## src/rtl/addsub_arbiter_pkg.sv

```systemverilog
// Shared types and constants for the two-requester add/subtract arbiter.
// Optional macro ADDSUB_OVF_EN enables the signed-overflow result path.
package addsub_arbiter_pkg;

    localparam int ADD_W = 32;

    typedef logic [0:0] state_t;
    localparam state_t IDLE = 1'b0;
    localparam state_t CALC = 1'b1;

    typedef logic req_id_t;

    // Overflow when both effective operands share a sign the result does not.
    function automatic logic calc_ovf(input logic a_msb, input logic bin_msb,
                                      input logic s_msb);
        return (a_msb == bin_msb) && (s_msb != a_msb);
    endfunction

endpackage

```

## src/rtl/addsub_arbiter_adder32.sv

```systemverilog
// Shared 32-bit ripple-carry adder; subtraction is done by the caller
// inverting b and driving cin high.
module adder32
    import addsub_arbiter_pkg::*;
(
    input  logic [ADD_W-1:0] a,
    input  logic [ADD_W-1:0] b,
    input  logic             cin,
    output logic [ADD_W-1:0] s,
    output logic             cout
);

    logic carry;

    always_comb begin
        carry = cin;
        s     = '0;
        for (int i = 0; i < ADD_W; i++) begin
            s[i]  = a[i] ^ b[i] ^ carry;
            carry = (a[i] & b[i]) | (carry & (a[i] ^ b[i]));
        end
        cout = carry;
    end

endmodule

```

## src/rtl/addsub_arbiter.sv

```systemverilog
// Round-robin arbiter sequencing two requesters onto one adder32.
// Define ADDSUB_OVF_EN to add the registered rsp*_ovf outputs.
module addsub_arbiter
    import addsub_arbiter_pkg::*;
#(
    parameter int WIDTH     = ADD_W,
    parameter int PRIO_INIT = 0
) (
    input  logic             clk,
    input  logic             rst_n,
    input  logic             req0_valid,
    output logic             req0_ready,
    input  logic [WIDTH-1:0] req0_a,
    input  logic [WIDTH-1:0] req0_b,
    input  logic             req0_sub,
    input  logic             req1_valid,
    output logic             req1_ready,
    input  logic [WIDTH-1:0] req1_a,
    input  logic [WIDTH-1:0] req1_b,
    input  logic             req1_sub,
    output logic             rsp0_valid,
    input  logic             rsp0_ready,
    output logic [WIDTH-1:0] rsp0_s,
    output logic             rsp0_cout,
    output logic             rsp1_valid,
    input  logic             rsp1_ready,
    output logic [WIDTH-1:0] rsp1_s,
    output logic             rsp1_cout
`ifdef ADDSUB_OVF_EN
    ,
    output logic             rsp0_ovf,
    output logic             rsp1_ovf
`endif
);

    state_t           state;
    req_id_t          ptr;
    req_id_t          lat_id;
    logic [WIDTH-1:0] lat_a;
    logic [WIDTH-1:0] lat_b;
    logic             lat_sub;

    logic [1:0]       elig;
    logic             grant;
    req_id_t          grant_id;

    logic [WIDTH-1:0] bin;
    logic [WIDTH-1:0] sum;
    logic             carry;
    logic             res_cout;

    logic [1:0]       rsp_valid;
    logic [1:0]       rsp_ready;
    logic [1:0]       rsp_cout;
    logic [WIDTH-1:0] rsp_s [2];

    // Eligibility uses the registered slot state, so a slot draining this cycle still blocks.
    always_comb begin
        elig     = {req1_valid & ~rsp_valid[1], req0_valid & ~rsp_valid[0]};
        grant    = (state == IDLE) && (elig != 2'b00);
        grant_id = (elig == 2'b11) ? ptr : elig[1];
    end

    assign req0_ready = rst_n & grant & (grant_id == 1'b0);
    assign req1_ready = rst_n & grant & (grant_id == 1'b1);

    always_ff @(posedge clk or negedge rst_n) begin
        if (!rst_n) begin
            state   <= IDLE;
            ptr     <= PRIO_INIT[0];
            lat_id  <= 1'b0;
            lat_a   <= '0;
            lat_b   <= '0;
            lat_sub <= 1'b0;
        end else begin
            case (state)
                IDLE: begin
                    if (grant) begin
                        lat_id  <= grant_id;
                        lat_a   <= grant_id ? req1_a   : req0_a;
                        lat_b   <= grant_id ? req1_b   : req0_b;
                        lat_sub <= grant_id ? req1_sub : req0_sub;
                        state   <= CALC;
                    end
                end
                default: begin
                    ptr   <= ~lat_id;
                    state <= IDLE;
                end
            endcase
        end
    end

    assign bin = lat_b ^ {WIDTH{lat_sub}};

    adder32 u_adder (
        .a    (lat_a),
        .b    (bin),
        .cin  (lat_sub),
        .s    (sum),
        .cout (carry)
    );

    assign res_cout  = lat_sub ^ carry;
    assign rsp_ready = {rsp1_ready, rsp0_ready};

`ifdef ADDSUB_OVF_EN
    logic       res_ovf;
    logic [1:0] rsp_ovf;
    assign res_ovf = calc_ovf(lat_a[WIDTH-1], bin[WIDTH-1], sum[WIDTH-1]);
`endif

    // One identical response slot per requester; a fill can only target an empty slot.
    for (genvar gi = 0; gi < 2; gi++) begin : g_slot
        always_ff @(posedge clk or negedge rst_n) begin
            if (!rst_n) begin
                rsp_valid[gi] <= 1'b0;
                rsp_s[gi]     <= '0;
                rsp_cout[gi]  <= 1'b0;
`ifdef ADDSUB_OVF_EN
                rsp_ovf[gi]   <= 1'b0;
`endif
            end else if (state == CALC && lat_id == 1'(gi)) begin
                rsp_valid[gi] <= 1'b1;
                rsp_s[gi]     <= sum;
                rsp_cout[gi]  <= res_cout;
`ifdef ADDSUB_OVF_EN
                rsp_ovf[gi]   <= res_ovf;
`endif
            end else if (rsp_valid[gi] && rsp_ready[gi]) begin
                rsp_valid[gi] <= 1'b0;
            end
        end
    end

    assign rsp0_valid = rsp_valid[0];
    assign rsp1_valid = rsp_valid[1];
    assign rsp0_s     = rsp_s[0];
    assign rsp1_s     = rsp_s[1];
    assign rsp0_cout  = rsp_cout[0];
    assign rsp1_cout  = rsp_cout[1];
`ifdef ADDSUB_OVF_EN
    assign rsp0_ovf   = rsp_ovf[0];
    assign rsp1_ovf   = rsp_ovf[1];
`endif

endmodule

```

## config.mk

```make
export PLATFORM = sky130hd
export DESIGN_NAME = addsub_arbiter
export DESIGN_NICKNAME = d
export VERILOG_FILES = /design/src/rtl/addsub_arbiter_pkg.sv /design/src/rtl/addsub_arbiter_adder32.sv /design/src/rtl/addsub_arbiter.sv
export SDC_FILE = /design/constraint.sdc
export NUM_CORES = 1
export LEC_CHECK = 0
export CORE_ASPECT_RATIO = 0.5
export CORE_MARGIN = 1
export CORE_UTILIZATION = 35
export DETAILED_ROUTE_END_ITERATION = 16
export GPL_TIMING_DRIVEN = 0
export SYNTH_ARGS = -nofsm -noshare
export SYNTH_HDL_FRONTEND = slang
export SYNTH_SLANG_ARGS = --single-unit
```

## constraint.sdc

```tcl
create_clock -name clk -period 14.36 [get_ports clk]
set_clock_uncertainty 0.1 [all_clocks]
set_input_delay 2.154 -clock clk [delete_from_list [all_inputs] [get_ports clk]]
set_output_delay 2.154 -clock clk [all_outputs]
set_load 0.01 [all_outputs]
```

=== Word level (Yosys, flattened, before mapping) ===
Index checks and enable logic that the tools add are counted.

* Multiplexer cells: 10
* Bitwise gates (word level): 172
* Eq/ne operators: 1
* Reduce and logical (&&, ||, !) cells: 9

{| class="wikitable"
|+ Operator list
! operator !! count
|-
| 1-bit bitwise AND || 69
|-
| 1-bit bitwise XOR || 65
|-
| 32-bit two-way mux || 2
|-
| 1-bit OR || 32
|-
| 32-bit bitwise XOR || 1
|-
| 1-bit two-way mux || 8
|-
| 2-bit nonzero test || 3
|-
| 1-bit logical AND || 5
|-
| 1-bit NOT || 5
|-
| 2-bit equality test (second input constant) || 1
|-
| 2-bit AND reduction || 1
|}

* Input bits: 136
* Bits in registers: 136
* Output and inout port bits: 70
* Logic and storage cells: 204

=== Longest topological paths before layout ===
Gate-level depths: netlist of run 1.

* Depth in word-level cells: 67
* Gate-level depth with buffers: 38
* Depth with buffers taken out: 36

=== Modules after synthesis ===
From an unflattened synthesis of run 1, not the netlist that was laid out.

* Cell total of the unflattened synthesis: 631
* Area total of the unflattened synthesis: 8,027.7 µm²

{| class="wikitable"
|+ By module, submodules not included
! module !! instances !! sequential area each (µm²) !! cells an instance !! area an instance (µm²)
|-
| addsub_arbiter || 1 || 3,403.3 || 589 || 7,349.5
|-
| adder32 || 1 || 0.0 || 42 || 678.2
|}

=== Worst setup path before layout of run 1 ===
Ideal clock, no wire load.

* Path type: flip-flop to flip-flop
* Start point: register lat_sub
* End point: register rsp_cout[0] (netlist: rsp0_cout)
* Arrival time: 12,945 ps
* Setup slack: 1,232 ps
* Period minus slack after synthesis: 13,128 ps
* Library setup time: 83 ps
* Data required time: 14,177 ps
* Cell stages (with the launch flop): 39
* Buffers on the path: 2
* Cells stage by stage: dfrtp_1 clkbuf_1 buf_2 mux2i_1 fa_1 fa_1 fa_1 fa_1 fa_1 fa_1 fa_1 fa_1 fa_1 fa_1 fa_1 fa_1 fa_1 fa_1 [... 3 more ...] fa_1 fa_1 fa_1 fa_1 fa_1 fa_1 fa_1 fa_1 fa_1 fa_1 fa_1 inv_1 fa_1 inv_1 fa_1 fa_1 xor2_1 o21ai_0

* Longest elaborated chain between the ends: 67
* Elaborated cells on any way between the ends: 130
* Classes of those cells: 130 x bitwise

{| class="wikitable"
|+ RTL lines
! item !! RTL line !! text
|-
| start, declared || addsub_arbiter.sv:41 || <nowiki>logic lat_sub;</nowiki>
|-
| start signal, assigned || addsub_arbiter.sv:82 || <nowiki>lat_sub <= grant_id ? req1_sub : req0_sub;</nowiki>
|-
| 32-bit bitwise XOR || addsub_arbiter.sv:94 || <nowiki>assign bin = lat_b ^ {WIDTH{lat_sub}};</nowiki>
|-
| 1-bit bitwise XOR || addsub_arbiter_adder32.sv:20 || <nowiki>carry = (a[i] & b[i]) | (carry & (a[i] ^ b[i]));</nowiki>
|-
| 1-bit bitwise AND || addsub_arbiter_adder32.sv:20 ||
|-
| 1-bit OR || addsub_arbiter_adder32.sv:20 ||
|-
| 1-bit bitwise AND || addsub_arbiter_adder32.sv:20 ||
|-
| 1-bit OR || addsub_arbiter_adder32.sv:20 ||
|-
| 1-bit bitwise AND || addsub_arbiter_adder32.sv:20 ||
|-
| 1-bit OR || addsub_arbiter_adder32.sv:20 ||
|-
| [... 51 more ...] || - ||
|-
| 1-bit OR || addsub_arbiter_adder32.sv:20 ||
|-
| 1-bit bitwise AND || addsub_arbiter_adder32.sv:20 ||
|-
| 1-bit OR || addsub_arbiter_adder32.sv:20 ||
|-
| 1-bit bitwise AND || addsub_arbiter_adder32.sv:20 ||
|-
| 1-bit OR || addsub_arbiter_adder32.sv:20 ||
|-
| 1-bit bitwise AND || addsub_arbiter_adder32.sv:20 ||
|-
| 1-bit OR || addsub_arbiter_adder32.sv:20 ||
|-
| 1-bit bitwise XOR (*) || addsub_arbiter.sv:104 || <nowiki>assign res_cout = lat_sub ^ carry;</nowiki>
|-
| end signal, assigned by index || addsub_arbiter.sv:126 || <nowiki>rsp_cout[gi] <= res_cout;</nowiki>
|-
| end, declared || addsub_arbiter.sv:54 || <nowiki>logic [1:0] rsp_cout;</nowiki>
|}

Every way passes the cells marked *; elsewhere a longest branch is shown, timed or not.
A chain may end at the register's enable or synchronous reset.

=== Worst setup path after layout of run 1 ===
Same ends and word-level chain as after synthesis.

==> impl_results.md, run 1 <==
* Outcome: finished clean
* CP max stage delay at 0.50 ns
* Layout cell share with drive strength beyond 1 at 13.03%
* WHS at 0.3759 ns
* Commonest non-fill, non-tap cells in the layout: clkdlybuf4s50_1, dfrtp_1, o21ai_0, and3b_1, nand2_1
* Starting Density at 36.00%
* Post-route ant nets at 0
* Post-Synth Simple-Gate Area at 11.14%
* Rel. slew slack at 51.01%
* Final net count at 1,113
* Initial antenna violation count at 1
* Max-Cap Viols at 0
* Syn. warnings at 0
* Syn Inst Count at 722
* Clock sinks at 136
* Placer Congestion at 0.8755
* Mapped Nets at 889
* RSZ-0062 raised after global routing: false
* Crit-path max FO at 10
* Seq/Total Area, Yosys at 43.23%
* Die height at 108.1 um
* Peak supply drop at 0.0001079 V
* Fmax at 71.51 MHz
* Total negative slack at 0 ns
* DR vias at 6,609
* Overall power at 2.802 mW
* H-tree Lvls at 4
* Max Slew Vio Count at 0
* Overall Global Routing Usage at 22.46%
* Worst Tran Pin Value at 0.7348 ns
* Area delta synth->final at 38.89%
* Port bufs at 205
* Clock latency on the worst-skew pair at 0.42 ns
* Synthesized area at 7873 um^2
* Synth top area share at 43.23%
* Post-Synth XOR/XNOR Area at 3.671%
* Final setup vio count at 0
* Tmin final at 13.98 ns
* Worst reg-to-reg path cell count at 37
* Hold Crit Depth at 2
* Worst Slack Setup Final at 0.3759 ns
* Die Wd at 214.1 um
* Type of element capturing the critical path: flop
* Main combinational cell family by area after synthesis: compound AO/OA/AOI/OAI gates
* Non-Filler Instances at 1,260
* Global route overflow at 0
* Core ar. at 21,870 um^2
* Fill count at 2,015
* Post-Synth Adder-Cell Area at 7.883%
* Vias in the first global route at 6,776
* Post-synthesis mux area share at 0.5563%
* Post-CTS Hold Buffers at 0
* Final Hold Vio Count at 0
* Tcrit/Tclk final at 97.38%
* DRC Markers at 0
* Worst-path clk slew at 0.06 ns
* Syn avg cell area at 10.90 um^2
* Vias per cell at 5.245
* First-pass GRT wire length at 39,360 um
* Pre-Repair DR Iteration Count at 5
* Pin count of the biggest net entering global routing at 86
* Pwr Density at 256.3 nW/um^2
* Startpoint Class: flop
* Hpwl dp at 19,550 um
* Leakage power at 4.569 nW
* Leading area contributor after synthesis: dfrtp_1
* Routed len/inst at 20.54 um
* Synth cell types at 31
* IO Pins at 206
* Compound-Gate Fraction of Synth Area at 26.57%
* CTS tree: built
* Root Driver: clkbuf_16
* Cell Count Post-Placement at 1,228
* Placement row count at 38
* Number of CTS-inserted buffers at 17
* Critical path's most frequent cell: fa_1
* Number of synthesized register bits at 136
* Design Area, Final at 10,930 um^2
* Dpl ws at 0.1315 ns
* Placed Instance Area at 10,330 um^2
* CP max stage cell: dfrtp_2
* Worst EP arrival at 14.16 ns
* CP required at 14.53 ns
* Commonest non-fill, non-tap cell in the layout: clkdlybuf4s50_1
* Drt first-iter violations at 497
* Total Wirelength at 25,880 um
* Core Util, Final at 49.99%
* Worst hold path class: reg2reg
* Clock buffer depth at 2
* Die ar. at 23,130 um^2
* Worst setup path class: reg2reg
* Main area contributors after synthesis: dfrtp_1, o21ai_0, fa_1
registers in the layout, summed over array words and instances (netlist names), 32 cells and up:
name    count
lat_b      32
lat_a      32
rsp0_s     32
rsp1_s     32
cell usage after synthesis, drive strengths merged:
| cell type | instances |
|---|---|
| a221oi | 65 |
| xor2 | 2 |
| and3b | 65 |
| a22oi | 30 |
| mux2 | 3 |
| or3b | 1 |
| dfrtp | 136 |
| nor3b | 2 |
| o21ai | 131 |
| fa | 31 |
| nand2b | 2 |
| inv | 35 |
| buf | 37 |
| nand2 | 65 |
| or2b | 1 |
| a2bb2oi | 35 |
| and3 | 1 |
| o21a | 1 |
| clkbuf | 45 |
| a21o | 1 |
| nor2 | 1 |
| mux2i | 1 |
| xnor2 | 31 |
routing by layer:
metal  up-vias  GRT usage [%]  part of all wire [%]
li1       3085              -                     -
met1      3327          30.70                    46
met2       165          35.34                    47
met3        32          5.316                   5.2
met4         0          7.194                   1.8
met5         -              0                     0
final cells by class:
cell class,count,area [um^2],share of cell area [%]
timing repair buffer,206,2081,19.03
clock inverter,13,170.2,1.556
inverter,35,131.4,1.202
multi-input combinational,469,3923,35.87
clock buffer,19,432.9,3.959
tap,300,375.4,3.433
sequential,136,3405,31.14
buffer,81,414.1,3.788
antenna,1,2.502,0.02289
what timing repair did:
action                                  4_1_cts  5_1_grt
endpoints found under the setup margin        0        4
buffers inserted                              0        0
resized for setup                             0        2
hold endpoints to repair                      0        0
cells by family after synthesis:
logic type | after synthesis
mux | 4
xor+xnor | 33
fa+ha+maj | 31
flops | 136
compound gates | 263
simple gates | 138
buf+inv | 117
power by group:
group / internal [mW] / switching, mW / total [mW]
clock: 0.276 / 0.186 / 0.461
combinational: 0.764 / 0.870 / 1.63
sequential: 0.582 / 0.124 / 0.706
total: 1.62 / 1.18 / 2.80
worst max-delay path: cells and delay by family, from the launching register on:
kind | cells | cell delay (ns)
compound gates | 1 | 0.09
xor+xnor | 1 | 0.17
fa+ha+maj | 31 | 12.28
buf+inv | 3 | 0.46
flops | 1 | 0.50
mux | 1 | 0.20
path summary, 6_finish.rpt:
kind                            start    endpoint  slack [ns]
hold / removal             rsp1_s[10]  rsp1_s[10]        0.38
max in group asynchronous       rst_n     lat_sub       11.76
min in group asynchronous       rst_n   rsp0_s[4]        1.58
setup / recovery              lat_sub   rsp0_cout        0.38
hold reg to reg            rsp1_s[10]  rsp1_s[10]        0.38
setup reg to reg              lat_sub   rsp0_cout        0.38
Power figures use the tool's default switching activity.
==> run 2: changes to the inputs <==
--- a/constraint.sdc
+++ b/constraint.sdc
@@ -3,3 +3,3 @@
 set_input_delay 2.154 -clock clk [delete_from_list [all_inputs] [get_ports clk]]
 set_output_delay 2.154 -clock clk [all_outputs]
-set_load 0.01 [all_outputs]
+set_load 0.02 [all_outputs]
==> results of run 2 <==
The final DEF is identical to that of run 1. Status: finished clean.
Among the figures that moved: total power 2.802 mW -> 2.872 mW; worst IR drop on VDD 0.0001079 V -> 0.0001080 V
==> run 3: changes to the inputs <==
Settings changed: PLACE_DENSITY set to 0.69.
==> run 3 against run 2 <==
Combinational power is essentially flat. Sequential share of layout area is the same. Cell count is the same. First-iteration DRC count grew 8.5%. Clock-buffer cell count is the same. Non-clock buffer count is the same. Worst hold slack gained 0.0035 ns. Routed wire length shrank 0.93%. Utilization is the same. Critical path depth is the same. Sequential cell count is the same. Clock power shrank 0.9%. Largest power group unchanged. Highest routed layer unchanged.
==> impl_results.md, run 3 (synthesized netlist as in run 1, its figures left out) <==
* Max Slew Vio Count at 0 (unchanged)
* GRT met2 Usage at 36.27% (+0.93 points)
* Fmax at 71.76 MHz (+0.34%)
* Cell family with most CP delay: adder cells
* Register Area at 3405 um^2 (unchanged)
* Area delta synth->final at 38.89% (unchanged)
* Number of CTS-inserted buffers at 17 (unchanged)
* Overall Global Routing Usage at 22.10% (-0.36 points)
* Die height at 108.1 um (unchanged)
* Hpwl dp at 19,750 um (+1.1%)
* Postcts setup bufs at 0 (unchanged)
* Clock sinks at 136 (unchanged)
* Placement row count at 38 (unchanged)
* Tmin final at 13.94 ns (-0.04779 ns)
* DRC Markers at 0 (unchanged)
* Reg2reg end: rsp0_cout
* CTS tree: built
* Rel. slew slack at 50.01% (-1.0 points)
* DR vias at 6,687 (+1.2%)
* Placer Congestion at 0.9219 (+5.3%)
* Placed Instance Area at 10,330 um^2 (unchanged)
* IO Pins at 206 (unchanged)
* Initial antenna violation count at 1 (unchanged)
* Worst reg-to-reg path cell count at 37 (unchanged)
* Drt first-iter violations at 539 (+8.5%)
* Final setup vio count at 0 (unchanged)
* Type of element capturing the critical path: flop
* Die ar. at 23,130 um^2 (unchanged)
* Design Area, Final at 10,930 um^2 (unchanged)
* Total negative slack at 0 ns (unchanged)
* Final net count at 1,113 (unchanged)
* Clock latency on the worst-skew pair at 0.42 ns (about the same)
* Commonest non-fill, non-tap cells in the layout: clkdlybuf4s50_1, dfrtp_1, o21ai_0, and3b_1, nand2_1
* Tcrit/Tclk final at 97.05% (-0.33 points)
* Worst-path clk slew at 0.06 ns (about the same)
* GR Util met1 at 30.41% (-0.29 points)
* Die Wd at 214.1 um (unchanged)
* Crit. Startpoint: lat_sub
* Worst Tran Pin Value at 0.7499 ns (+0.01504 ns)
* Max-Cap Viols at 0 (unchanged)
* WHS at 0.3794 ns (+0.003487 ns)
* Buf+Inv Stages, Crit Path at 3 (unchanged)
* Post-route ant nets at 0 (unchanged)
* Clock buffer depth at 2 (unchanged)
* Crit-path max FO at 10 (unchanged)
* Fill count at 2,009 (-0.30%)
* Reg-to-Reg Start: lat_sub
* Pwr Density at 259.9 nW/um^2
* Critical path's most frequent cell: fa_1
* Area of the multi-input gates at 3923 um^2 (unchanged)
* Layout cell share with drive strength beyond 1 at 13.03% (unchanged)
* Pre-Repair DR Iteration Count at 5 (unchanged)
* Peak supply drop at 0.0001081 V
* Vias per cell at 5.307 (+1.2%)
* Commonest non-fill, non-tap cell in the layout: clkdlybuf4s50_1
* CP endpoint: rsp0_cout
* Outcome: finished clean
* Starting Density at 36.00% (unchanged)
* Worst setup path class: reg2reg
* Leakage power at 4.569 nW (unchanged)
* Worst hold path class: reg2reg
* Pin count of the biggest net entering global routing at 81 (-5.8%)
* Routed len/inst at 20.35 um (-0.93%)
* RSZ-0062 raised after global routing: false
* Vias in the first global route at 6,807 (+0.46%)
* Core ar. at 21,870 um^2 (unchanged)
* Worst EP arrival at 14.11 ns (-0.05 ns)
* Final Hold Vio Count at 0 (unchanged)
* Non-Filler Instances at 1,260 (unchanged)
* Total Wirelength at 25,640 um (-0.93%)
* CP required at 14.54 ns (about the same)
* Root Driver: clkbuf_16
* CP max stage cell: dfrtp_2
* R2R Setup Slk at 0.42 ns (+0.05 ns)
* GR peak layer: met2
* Stages on the worst setup path at 37 (unchanged)
* Port bufs at 205 (unchanged)
* Startpoint Class: flop
* Global route overflow at 0 (unchanged)
* H-tree Lvls at 4 (unchanged)
* Cell Count Post-Placement at 1,228 (unchanged)
* M3 GR Usage at 3.685% (-1.6 points)
* First-pass GRT wire length at 39,070 um (-0.72%)
* CP max stage delay at 0.51 ns (about the same)
-- run 3: cell counts in the layout (fill, tap and decap cells not counted) --
Identical to the previous run, type by type.
-- run 3: stage by stage --
step           worst slack [ns]  total power, mW  utilization (%)
2_1_floorplan             1.232            1.763                -
3_3_place_gp             0.2287            2.342            47.09
3_5_place_dp             0.1289            2.386            47.23
4_1_cts                 0.08048            2.847            49.98
5_1_grt                 0.05714            3.042            49.99
6_report                 0.4237            2.842            49.99
-- run 3: cell type report --
type | count | area share, %
Tap cell | 300 | 3.433
Clock buffer | 19 | 3.959
Inverter | 35 | 1.202
Clock inverter | 13 | 1.556
Buffer | 81 | 3.788
Antenna cell | 1 | 0.02289
Multi-Input combinational cell | 469 | 35.87
Sequential cell | 136 | 31.14
Timing Repair Buffer | 206 | 19.03
-- run 3: how the worst min path moves through the flow --
stage / from / endpoint / slack (ns) / cells past startpoint
final: rsp0_s[13] / rsp0_s[13] / 0.38 / 2
after global routing: rsp0_cout / rsp0_cout / 0.41 / 2
after CTS: rsp0_s[13] / rsp0_s[13] / 0.38 / 2
after detailed placement: rsp0_s[13] / rsp0_s[13] / 0.37 / 2
after global placement: rsp0_s[14] / rsp0_s[14] / 0.36 / 2
after floorplan: ptr / ptr / 0.39 / 1
-- run 3: report_power, final --
group / internal, mW / total (mW) / switching [mW]
clock: 0.276 / 0.457 / 0.182
sequential: 0.582 / 0.713 / 0.131
combinational: 0.753 / 1.67 / 0.918
-- run 3: layer usage --
layer | up-vias | wire length, um
li1 | 3063 | -
met1 | 3397 | 11710
met2 | 196 | 12160
met3 | 31 | 1297
met4 | 0 | 470
met5 | - | 0
-- run 3: timing repair --
action	in CTS	in global routing
resized for setup	0	2
endpoints found under the setup margin	0	4
hold buffers	0	0
endpoints found under the hold margin	0	0
-- run 3: worst reg2reg max path, delay by kind of cell (launching register included) --
family | cells | cell delay, ns
fa+ha+maj | 31 | 12.27
buf+inv | 3 | 0.44
compound gates | 1 | 0.10
xor+xnor | 1 | 0.21
flops | 1 | 0.51
mux | 1 | 0.19
